===== src/rtl/sync_tx.sv =====
// J/K line transmitter: SYNC pattern, NRZI bit-stuffed payload (LSB first), SE0 end-of-packet.
// All line outputs are registered; data_ready is decoded from state only.
module sync_tx #(
  parameter int unsigned EOP_LEN   = 2,
  parameter int unsigned STUFF_LEN = 6
) (
  input  logic       CLK,
  input  logic       RST,
  input  logic       start,
  input  logic [7:0] data_in,
  input  logic       data_valid,
  input  logic       data_last,
  output logic       data_ready,
  output logic       k,
  output logic       j,
  output logic       tx_en,
  output logic       busy,
  output logic       underrun
);

  localparam int unsigned OW = $clog2(STUFF_LEN + 1);
  localparam int unsigned EW = (EOP_LEN > 1) ? $clog2(EOP_LEN) : 1;
  localparam logic [OW-1:0] StuffMax = OW'(STUFF_LEN);
  localparam logic [EW-1:0] EopMax   = EW'(EOP_LEN - 1);

  typedef enum logic [2:0] {StIdle, StSync, StData, StStuff, StEop} state_e;

  state_e        state_q;
  logic [2:0]    idx_q;
  logic [OW-1:0] ones_q;
  logic [EW-1:0] eop_cnt_q;
  logic [7:0]    byte_q;
  logic          last_q;
  logic          eop_pend_q;

  logic [2:0]    idx_inc;
  logic          emit_v;
  logic          sync_k;
  logic          stuff_now;
  logic [OW-1:0] ones_nxt;

  always_comb begin
    idx_inc    = idx_q + 3'd1;
    data_ready = ((state_q == StSync) && (idx_q == 3'd7)) ||
                 ((state_q == StData) && (idx_q == 3'd7) && !last_q);
    stuff_now  = (ones_q == StuffMax);
    // SYNC is K J K J K J K K: K on even indices and on the final one.
    sync_k     = (idx_inc == 3'd7) || !idx_inc[0];
    case (state_q)
      StSync:  emit_v = data_in[0];
      StData:  emit_v = (idx_q == 3'd7) ? data_in[0] : byte_q[idx_inc];
      StStuff: emit_v = byte_q[idx_inc];
      default: emit_v = 1'b0;
    endcase
    ones_nxt = emit_v ? ones_q + 1'b1 : '0;
  end

  always_ff @(posedge CLK) begin
    if (RST) begin
      state_q    <= StIdle;
      idx_q      <= '0;
      ones_q     <= '0;
      eop_cnt_q  <= '0;
      byte_q     <= '0;
      last_q     <= 1'b0;
      eop_pend_q <= 1'b0;
      k          <= 1'b0;
      j          <= 1'b1;
      tx_en      <= 1'b0;
      busy       <= 1'b0;
      underrun   <= 1'b0;
    end else begin
      underrun <= 1'b0;
      if (data_ready && data_valid) begin
        byte_q <= data_in;
        last_q <= data_last;
      end
      case (state_q)
        StIdle: begin
          if (start) begin
            state_q <= StSync;
            idx_q   <= '0;
            ones_q  <= '0;
            k       <= 1'b1;
            j       <= 1'b0;
            tx_en   <= 1'b1;
            busy    <= 1'b1;
          end
        end
        StSync: begin
          if (idx_q != 3'd7) begin
            idx_q <= idx_inc;
            k     <= sync_k;
            j     <= ~sync_k;
          end else if (data_valid) begin
            state_q <= StData;
            idx_q   <= idx_inc;
            k       <= k ^ ~emit_v;
            j       <= j ^ ~emit_v;
            ones_q  <= ones_nxt;
          end else begin
            underrun  <= 1'b1;
            state_q   <= StEop;
            eop_cnt_q <= '0;
            k         <= 1'b0;
            j         <= 1'b0;
          end
        end
        StData: begin
          if (data_ready && !data_valid) begin
            underrun  <= 1'b1;
            state_q   <= StEop;
            eop_cnt_q <= '0;
            k         <= 1'b0;
            j         <= 1'b0;
          end else if (stuff_now) begin
            // Bit index holds; eop_pend_q remembers whether bit 7 closed the packet.
            state_q    <= StStuff;
            eop_pend_q <= last_q;
            k          <= ~k;
            j          <= ~j;
            ones_q     <= '0;
          end else if ((idx_q == 3'd7) && last_q) begin
            state_q   <= StEop;
            eop_cnt_q <= '0;
            k         <= 1'b0;
            j         <= 1'b0;
          end else begin
            idx_q  <= idx_inc;
            k      <= k ^ ~emit_v;
            j      <= j ^ ~emit_v;
            ones_q <= ones_nxt;
          end
        end
        StStuff: begin
          if ((idx_q == 3'd7) && eop_pend_q) begin
            state_q   <= StEop;
            eop_cnt_q <= '0;
            k         <= 1'b0;
            j         <= 1'b0;
          end else begin
            state_q <= StData;
            idx_q   <= idx_inc;
            k       <= k ^ ~emit_v;
            j       <= j ^ ~emit_v;
            ones_q  <= ones_nxt;
          end
        end
        StEop: begin
          if (eop_cnt_q == EopMax) begin
            state_q <= StIdle;
            k       <= 1'b0;
            j       <= 1'b1;
            tx_en   <= 1'b0;
            busy    <= 1'b0;
          end else begin
            eop_cnt_q <= eop_cnt_q + 1'b1;
          end
        end
        default: state_q <= StIdle;
      endcase
    end
  end

endmodule


===== config.mk =====
export PLATFORM = sky130hd
export DESIGN_NAME = sync_tx
export DESIGN_NICKNAME = d
export VERILOG_FILES = /design/src/rtl/sync_tx.sv
export SDC_FILE = /design/constraint.sdc
export NUM_CORES = 1
export LEC_CHECK = 0
export CORE_MARGIN = 1.5
export CORE_UTILIZATION = 49
export DETAILED_ROUTE_END_ITERATION = 6
export HOLD_SLACK_MARGIN = 0.1
export PLACE_DENSITY = 0.78
export SLEW_MARGIN = 20
export SYNTH_ARGS = -nofsm -noshare
export SYNTH_HDL_FRONTEND = slang
export SYNTH_SLANG_ARGS = --single-unit

===== constraint.sdc =====
create_clock -name CLK -period 2.3 [get_ports CLK]
set_clock_uncertainty 0.1 [all_clocks]
set_input_delay 0.23 -clock CLK [delete_from_list [all_inputs] [get_ports CLK]]
set_output_delay 0.23 -clock CLK [all_outputs]
set_load 0.1 [all_outputs]

Word-level counts from Yosys, hierarchy flattened
Index checks and enable logic that the tools add are counted.
Word-level totals
  input bits: 13
  output and inout port bits: 6
  register bits after elaboration: 24
  logic and storage cells: 129
Operators by class
  add/sub/neg operators: 3
  bitwise operators: 7
  muxes and demuxes: 60
  eq/ne operators: 23
  order comparisons: 1
  reductions and logical operators: 24
Operators with widths (number)
  $mux 3: 22
  $mux 1: 28
  $pmux 3 s4: 2
  $ne 2x2->1 const B: 10
  $pmux 3 s5: 1
  $reduce_and 7->1: 2
  $eq 3x3->1 const B: 4
  $pmux 1 s5: 2
  $reduce_and 3->1: 3
  $reduce_bool 4->1: 2
  $logic_and 1x1->1: 7
  $add 3x1->3 const B: 2
  $eq 3x2->1 const B: 2
  $ne 3x2->1 const B: 2
  $ne 3x3->1 const B: 2
  $reduce_and 6->1: 1
  $not 1->1: 5
  $reduce_bool 5->1: 1
  $lt 3x4->1 const B: 1
  $ne 4x2->1 const B: 1
  $pmux 1 s2: 2
  $pmux 1 s4: 1
  $reduce_and 4->1: 1
  $bmux 1 s3: 1
  other kinds (9): 13

Depth between registers and ports, before layout
Gate-level depths: netlist of the first run.
  depth in word-level cells: 11
  depth in mapped cells: 9
  gate-level depth less buffers: 8

Worst setup path before layout of the first run
Ideal clock, no wire load.
  path type: reg2reg
  start point: register state_q[1]
  end point: register byte_q[3]
  required time: 2072 ps
  arrival: 4214 ps
  cell stages (with the launch flop): 8
  library setup time: 128 ps
  setup slack: -2141 ps
  period minus slack after synthesis: 4441 ps
  path buffers: 1
  cell sequence: dfxtp_1 clkbuf_1 nor3b_1 a21oi_1 nor3_1 nand2_1 mux2i_1 nor2_1
Between the ends
  cells in the longest elaborated chain, start to end: 5
  elaborated cells between the ends (all ways): 7
  those cells by class: eq/ne: 2; reduce/logical: 5
Ends and longest elaborated chain
  from (decl): line 28  | state_e state_q;
  from (signal assigned): line 60  | state_q <= StIdle;
  from (signal assigned): line 81  | state_q <= StSync;
  from (signal assigned): line 96  | state_q <= StData;
  $eq 3x2->1: line 45  | ((state_q == StData) && (idx_q == 3'd7) && !last_q);
  $logic_and 1x1->1 (2 in series): line 45
  $logic_or 1x1->1 (*): line 44  | data_ready = ((state_q == StSync) && (idx_q == 3'd7)) ||
  via data_ready: line 13  | output logic data_ready,
  $logic_and 1x1->1 (*): line 74  | if (data_ready && data_valid) begin
  to (signal assigned): line 75  | byte_q <= data_in;
  to (decl): line 32  | logic [7:0] byte_q;
The timed path passes the listed nets; every way through them passes the cells marked *.
A chain may end at the register's enable or synchronous reset.

Worst setup path in the final report of the first run
  start point: register idx_q[1]
  end point: register ones_q[2]
Between the ends
  cells in the longest elaborated chain, start to end: 10
  elaborated cells between the ends (all ways): 27
  those cells by class: add/sub: 1; eq/ne: 6; mux: 12; reduce/logical: 8
Ends and longest elaborated chain
  from (decl): line 29  | logic [2:0] idx_q;
  from (signal assigned): line 92  | idx_q <= idx_inc;
  from (signal assigned): line 97  | idx_q <= idx_inc;
  from (signal assigned): line 129  | idx_q <= idx_inc;
  $add 3x1->3: line 43  | idx_inc = idx_q + 3'd1;
  $bmux 1 s3: line 51, 52
  $mux 1 (implied by the code): line 51, 52
  $mux 1: line 51  | StData: emit_v = (idx_q == 3'd7) ? data_in[0] : byte_q[idx_inc];
  $pmux 1 s3: line 49  | case (state_q)
  $mux 3: line 55  | ones_nxt = emit_v ? ones_q + 1'b1 : '0;
  $mux 3: line 123  | end else if ((idx_q == 3'd7) && last_q) begin
  $mux 3: line 116  | end else if (stuff_now) begin
  $mux 3: line 110  | if (data_ready && !data_valid) begin
  $pmux 3 s4: line 78  | case (state_q)
  to (signal assigned): line 100  | ones_q <= ones_nxt;
  to (signal assigned): line 132  | ones_q <= ones_nxt;
  to (signal assigned): line 146  | ones_q <= ones_nxt;
  to (decl): line 30  | logic [OW-1:0] ones_q;
Several ways; a longest one is shown, not always the timed one. The select of a mux whose other input is x is not followed.

==> results by group, run 1 <==
Run status
  • Status: finished with violations
  • Failing checks: negative setup slack

Clock tree
  • Clock H-tree levels: 1
  • Clk sink count: 24
  • Worst-path clk slew: 0.14 ns
  • Inserted Clock Buffers: 3
  • Clk root buf: clkbuf_4
  • Worst-Skew Late Latency: between 0.3 and 0.4 ns
  • Worst-case clock buffer depth: 2
  • Postcts setup bufs: 0
  • TritonCTS clock tree: done

Drt
  • DRT iter0 DRCs: 96
  • Avg WL per Cell: about 16 µm
  • Via density per instance: around 6.1
  • DR DRC count: 0
  • Vias: about 1500
  • Pre-antenna DRT Iters: 4
  • ANT nets after route: 0
  • WL final: 3.852 mm

Synthesis
  • Synth warn: 0
  • FFs w/ async S/R, synth: 0%
  • Post-Syn Area per Cell: about 8.3 µm²
  • Post-synth net total: between 150 and 200
  • Post-synthesis cell type count: 48
  • Area contributors post-synth: dfxtp_1 32%, mux2i_1 11%, nor2_1 6.5%
  • Seq/Total Area, Yosys: between 30% and 40%
  • Synth Area in XOR/XNOR: less than 1%
  • Yosys top cell by area: dfxtp_1
  • Post-synthesis mux area share: 12.16%
  • #FFs+latches synth: 24
  • Simple-gate area share of the yosys netlist: a little under a quarter
  • Synth Area in Adders: around 4.2%
  • Gate Count Post-Synth: between 150 and 200
  • Largest family of logic cells by synthesized area: simple AND/OR/NAND/NOR gates
  • Cell area after synthesis: 1503 µm²
  • Post-synth EDFFs: 0
  • Dominant cell by count in the synthesized netlist: nor2_1
  • Main synth FF type: dfxtp_1
  • Synth cell count leaders: 26 x nor2_1, 24 x dfxtp_1, 16 x mux2i_1
  • Synth Area in Compound Gates: about a fifth
  • Post-synth top area share: around a third

Power and ir drop
  • Pwr dens: between 900 and 1000 nW/µm²
  • Leakage: 0.8054 nW
  • Peak VDD IR: 579.3 µV

Floorplan
  • DIE AREA: approximately 3400 µm²
  • Num rows: 19
  • Die X: 58.38 µm
  • Die height: around 58 µm
  • Starting Density: a little over half
  • CORE AREA: approximately 2800 µm²
  • Top Ports: 19

Timing
  • Worst slew pin tran: between 0.6 and 0.7 ns
  • Share of the clock period used by the worst path: 100.3%
  • Setup TNS: -0.01504 ns
  • Min Tclk post-route: roughly 2.3 ns
  • Worst setup margin: -0.008004 ns
  • Final Setup Violations: 2
  • Hold Violations, Final: 0
  • Worst hold slack: just under 0.4 ns
  • Final Slew Violations: 0
  • Unrepaired setup endpoints after global routing: true
  • Slew Limit Headroom: between 50% and 60%
  • Max Clk Rate: 433.3 MHz

Place
  • IO buf count: 18
  • Gpl congestion: 0.9170
  • HPWL after detailed placement: approximately 2.8 mm

Layout
  • Final nets: around 230
  • Fraction of layout cells with a size suffix above 1: 26.19%
  • Layout area overhead: 27.56%
  • N_diodes: 0

Critical path
  • Critical Path Source Type: register
  • Crit path kind: register to register
  • Worst Path Max Fanout: 5
  • Arrival time worst endpoint: around 2.5 ns
  • Critical Path RT: approximately 2.5 ns
  • Crit. End Element: register

Global route
  • Initial antenna violation count: 0
  • First-pass GRT wire length: between 6 and 7 mm
  • Largest net degree at the start of global routing: 21
  • Number of global-route vias before repair: ~1500
  • GRT Residual Overflow: 0
  • GRT Util Overall: between 20% and 30%

Flow run
  • Max cap viols: 0

Worst hold path
  • Hold Path Class: input pin to register
## per-stage QoR
| stage | util, % | instance area [µm²] | power, mW | std cells | worst slack [ns] |
|---|---|---|---|---|---|
| 2_1_floorplan | - | 1549 | 1.194 | 180 | -0.01608 |
| 3_3_place_gp | 63.82 | 1805 | 1.402 | 237 | -0.02773 |
| 3_5_place_dp | 63.82 | 1805 | 1.425 | 237 | -0.1731 |
| 4_1_cts | 67.05 | 1897 | 1.749 | 241 | -0.01014 |
| 5_1_grt | 67.76 | 1917 | 1.885 | 241 | -0.1388 |
| 6_report | 67.76 | 1917 | 1.776 | 241 | -0.008004 |
## cell usage in the layout (no fill, tap or decap), types with 3 or more instances in the layout
cell / instances
nor3_1: 6
clkdlybuf4s50_1: 12
mux2i_1: 16
o21ai_0: 4
and2b_2: 3
or3_1: 4
buf_4: 24
nor2_1: 26
clkbuf_4: 3
inv_1: 6
a21oi_1: 12
nand3_1: 4
nand4_1: 4
dfxtp_1: 19
nand2_1: 13
dfxtp_2: 4
## report_power, final
| group | switching [mW] | leakage [nW] | total, mW | internal (mW) |
|---|---|---|---|---|
| registers | 0.0770 | 0.197 | 0.546 | 0.469 |
| clock network | 0.136 | 0.0279 | 0.312 | 0.176 |
| logic | 0.560 | 0.580 | 0.918 | 0.357 |
## logic make-up after synthesis
group | after synthesis
muxes | 17
AOI/OAI and AO/OA | 41
DFF | 24
and+or+nand+nor | 73
xor gates and xnor gates | 1
adders and majority gates | 5
buffers and inverters | 19
## layout make-up
| type | count | area (µm²) |
|---|---|---|
| fillers | 233 | 912.1 |
| flip-flops and latches | 24 | 489.2 |
| inverters | 8 | 30.03 |
| clock buffers | 3 | 22.52 |
| repair buffers | 37 | 320.3 |
| well taps | 31 | 38.79 |
| clock inverters | 1 | 30.03 |
| multi-input cells | 137 | 985.9 |
## registers in the layout, summed over array words and instances (netlist names)
| signal | flops |
|---|---|
| last_q | 1 |
| eop_pend_q | 1 |
| ones_q | 3 |
| busy | 1 |
| k | 1 |
| underrun | 1 |
| byte_q | 8 |
| state_q | 3 |
| j | 1 |
| idx_q | 3 |
| eop_cnt_q | 1 |
## repair_timing
action                                  4_1_cts  5_1_grt
pin swaps                                     2        0
gates resized for setup                       8        4
endpoints found under the setup margin        5        5
hold buffers                                  0        0
## final timing paths
check	startpoint	to	slack, ns	cells after the start
worst max-delay path	idx_q[1]$_SDFFE_PP0P_	ones_q[2]$_SDFFE_PP0P_	-0.008	8
worst min register to register	ones_q[1]$_SDFFE_PP0P_	ones_q[1]$_SDFFE_PP0P_	0.39	2
worst max register to register	idx_q[1]$_SDFFE_PP0P_	ones_q[2]$_SDFFE_PP0P_	-0.008	8
worst min-delay path	data_last	last_q$_SDFFE_PP0P_	0.39	3
## routing by layer
| metal | global-route usage, % | up-vias | part of all wire [%] |
|---|---|---|---|
| met5 | 0 | - | 0 |
| met4 | 8.638 | 0 | 2.2 |
| met1 | 32.13 | 680 | 42 |
| met2 | 44.62 | 59 | 49 |
| li1 | - | 709 | - |
| met3 | 6.374 | 13 | 6.6 |
## worst max-delay path, cell delays in order, from the launching register on
cell	delay, ns
dfxtp_4	0.38
ha_2	0.18
ha_4	0.26
and2b_2	0.21
a221oi_2	0.21
a32o_2	0.25
nand2_1	0.09
or4_1	0.40
a31oi_1	0.14
Note: power is estimated with default switching activity, not from simulation.
==> inputs of run 2 (changes only) <==
Settings changed: SLEW_MARGIN 20 to not set.
==> results of run 2 <==
Final layout, timing and power as in run 1 (identical DEF).
==> inputs of run 3 (changes only) <==
Settings changed: CAP_MARGIN set to 20, GPL_TIMING_DRIVEN set to 0.
==> results by group, run 3 (synthesized netlist as in run 1, its figures left out) <==
Timing
  • Min Tclk post-route: between 2 and 2.5 ns
  • Slew Limit Headroom: a little over a third
  • Final Slew Violations: 0
  • Unrepaired setup endpoints after global routing: true
  • Hold Violations, Final: 0
  • Max Clk Rate: approximately 410 MHz
  • Worst hold slack: between 0.15 and 0.2 ns
  • Share of the clock period used by the worst path: 105.4%
  • Worst slew pin tran: around 0.97 ns
  • Final Setup Violations: 3
  • Setup TNS: -0.2435 ns
  • Worst setup margin: -0.1249 ns

Layout
  • Commonest non-fill, non-tap cell in the layout: nor2_1
  • Most flops, register: byte_q
  • Layout area overhead: 29.64%
  • Fraction of layout cells with a size suffix above 1: 23.92%
  • Area of the multi-input gates: approximately 1000 µm²
  • Fillers: about 230
  • N_diodes: 0
  • Final Cell Area: about 1900 µm²
  • Most frequent cells in the layout: 26 x nor2_1, 20 x dfxtp_1, 16 x mux2i_1
  • Largest register FFs: 8
  • Final nets: around 230
  • Register Area: 488.0 µm²

Place
  • Placed Area: between 1500 and 2000 µm²
  • Gpl congestion: between 1 and 1.5
  • HPWL after detailed placement: 2.909 mm
  • IO buf count: 17

Floorplan
  • Num rows: 19
  • CORE AREA: around 2800 µm²
  • Die X: approximately 58 µm
  • Starting Density: around 53%
  • Die height: 58.38 µm
  • Top Ports: 19
  • DIE AREA: approximately 3400 µm²

Critical path
  • Worst Path Max Fanout: 4
  • Crit path cell chain: buf_6, inv_4, ha_4, mux4_2, nand2b_4, a32o_2, or3_1, a222oi_1, a2111o_1
  • Slowest stage delay, CP: 0.36 ns
  • Arrival time worst endpoint: 2.59 ns
  • Crit. End Element: register
  • Critical Path Source Type: register
  • Top delay family on crit path: compound AO/OA/AOI/OAI gates
  • Crit path max-delay cell type: dfxtp_2
  • Worst path bufs/invs: 2
  • Critical Path RT: around 2.5 ns
  • Crit path kind: register to register

Worst hold path
  • Hold Path Class: input pin to register

Global route
  • First-pass GRT wire length: approximately 7.3 mm
  • Grt met2 use: ~46%
  • Initial antenna violation count: 0
  • Number of global-route vias before repair: roughly 1500
  • Largest net degree at the start of global routing: 14
  • GRT Util Overall: around 28%
  • Grt peak-use layer: met2
  • Met3 usage: 4.176%
  • GRT Residual Overflow: 0
  • Met1 Track Usage GR: a little under two fifths

Clock tree
  • Worst-Skew Late Latency: 0.32 ns
  • Clk sink count: 24
  • Inserted Clock Buffers: 3
  • Clock H-tree levels: 1
  • Worst-path clk slew: roughly 0.14 ns
  • TritonCTS clock tree: done
  • Clk root buf: clkbuf_4
  • Worst-case clock buffer depth: 2
  • Hold buffers post-CTS: 0

Drt
  • Vias: 1538
  • WL final: ~4.3 mm
  • DR DRC count: 0
  • ANT nets after route: 0
  • DRT iter0 DRCs: 165
  • Pre-antenna DRT Iters: 5
  • Avg WL per Cell: 17.73 µm
  • Via density per instance: 6.408

Flow run
  • Max cap viols: 0

Power and ir drop
  • Leakage: around 0.80 nW
  • Peak VDD IR: 649.6 µV
  • Pwr dens: 904.3 nW/µm²

Run status
  • Failing checks: negative setup slack
  • Status: finished with violations
-- run 3: cell types whose count changed in the layout (fill, tap and decap cells not counted), moves of 2 or more --
cell	change
buf_6	+2
clkbuf_1	+4
clkbuf_8	+6
buf_4	-16
clkdlybuf4s50_1	+3
-- run 3: path summary, 6_finish.rpt --
path                               start                      to  slack [ns]  depth (start not counted)
setup reg to reg   idx_q[0]$_SDFFE_PP0P_          j$_SDFFE_PP1P_       -0.12                          9
hold / removal                data_valid     underrun$_SDFF_PP0_        0.20                          3
setup / recovery   idx_q[0]$_SDFFE_PP0P_          j$_SDFFE_PP1P_       -0.12                          9
hold reg to reg   ones_q[1]$_SDFFE_PP0P_  ones_q[1]$_SDFFE_PP0P_        0.40                          2
-- run 3: worst reg2reg max path: cells and delay by family, from the launching register on --
| family | cells | cell delay [ns] |
|---|---|---|
| adder cells (fa/ha/maj) | 1 | 0.26 |
| AO/OA/AOI/OAI | 3 | 0.73 |
| multiplexers | 1 | 0.29 |
| AND/OR/NAND/NOR | 2 | 0.46 |
| buffers and inverters | 2 | 0.16 |
| flip-flops | 1 | 0.36 |
-- run 3: what timing repair did --
action | CTS | global route
resized for setup | 20 | 6
setup buffers | 8 | 0
setup endpoints to repair | 6 | 9
pin swaps | 7 | 5
-- run 3: final cells by class --
| cell class | instances | share of cell area, % |
|---|---|---|
| Sequential cell | 24 | 25.05 |
| Timing Repair Buffer | 25 | 12.01 |
| Buffer | 11 | 5.267 |
| Inverter | 8 | 1.670 |
| Multi-Input combinational cell | 137 | 52.15 |
| Clock buffer | 4 | 1.863 |
| Tap cell | 31 | 1.991 |
-- run 3: per-layer routing --
layer | vias up | wire [µm]
li1 | 717 | -
met4 | 0 | 64
met1 | 736 | 1807
met5 | - | 0
met3 | 8 | 292
met2 | 77 | 2091
-- run 3: through the flow --
step | std cells | util [%] | setup WS, ns | total power [mW]
after global routing | 240 | 68.86 | -0.2234 | 1.857
after global placement | 228 | 62.14 | -0.2546 | 1.378
after CTS | 240 | 68.20 | -0.1131 | 1.715
after detailed placement | 228 | 62.14 | -0.2980 | 1.391
final | 240 | 68.86 | -0.1249 | 1.762
after floorplan | 180 | - | -0.01608 | 1.194
-- run 3: power by group --
part | leakage (nW) | total [mW] | internal (mW) | switching (mW)
Clock | 0.0210 | 0.226 | 0.0967 | 0.129
Sequential | 0.197 | 0.533 | 0.468 | 0.0644
Combinational | 0.583 | 1.00 | 0.387 | 0.616
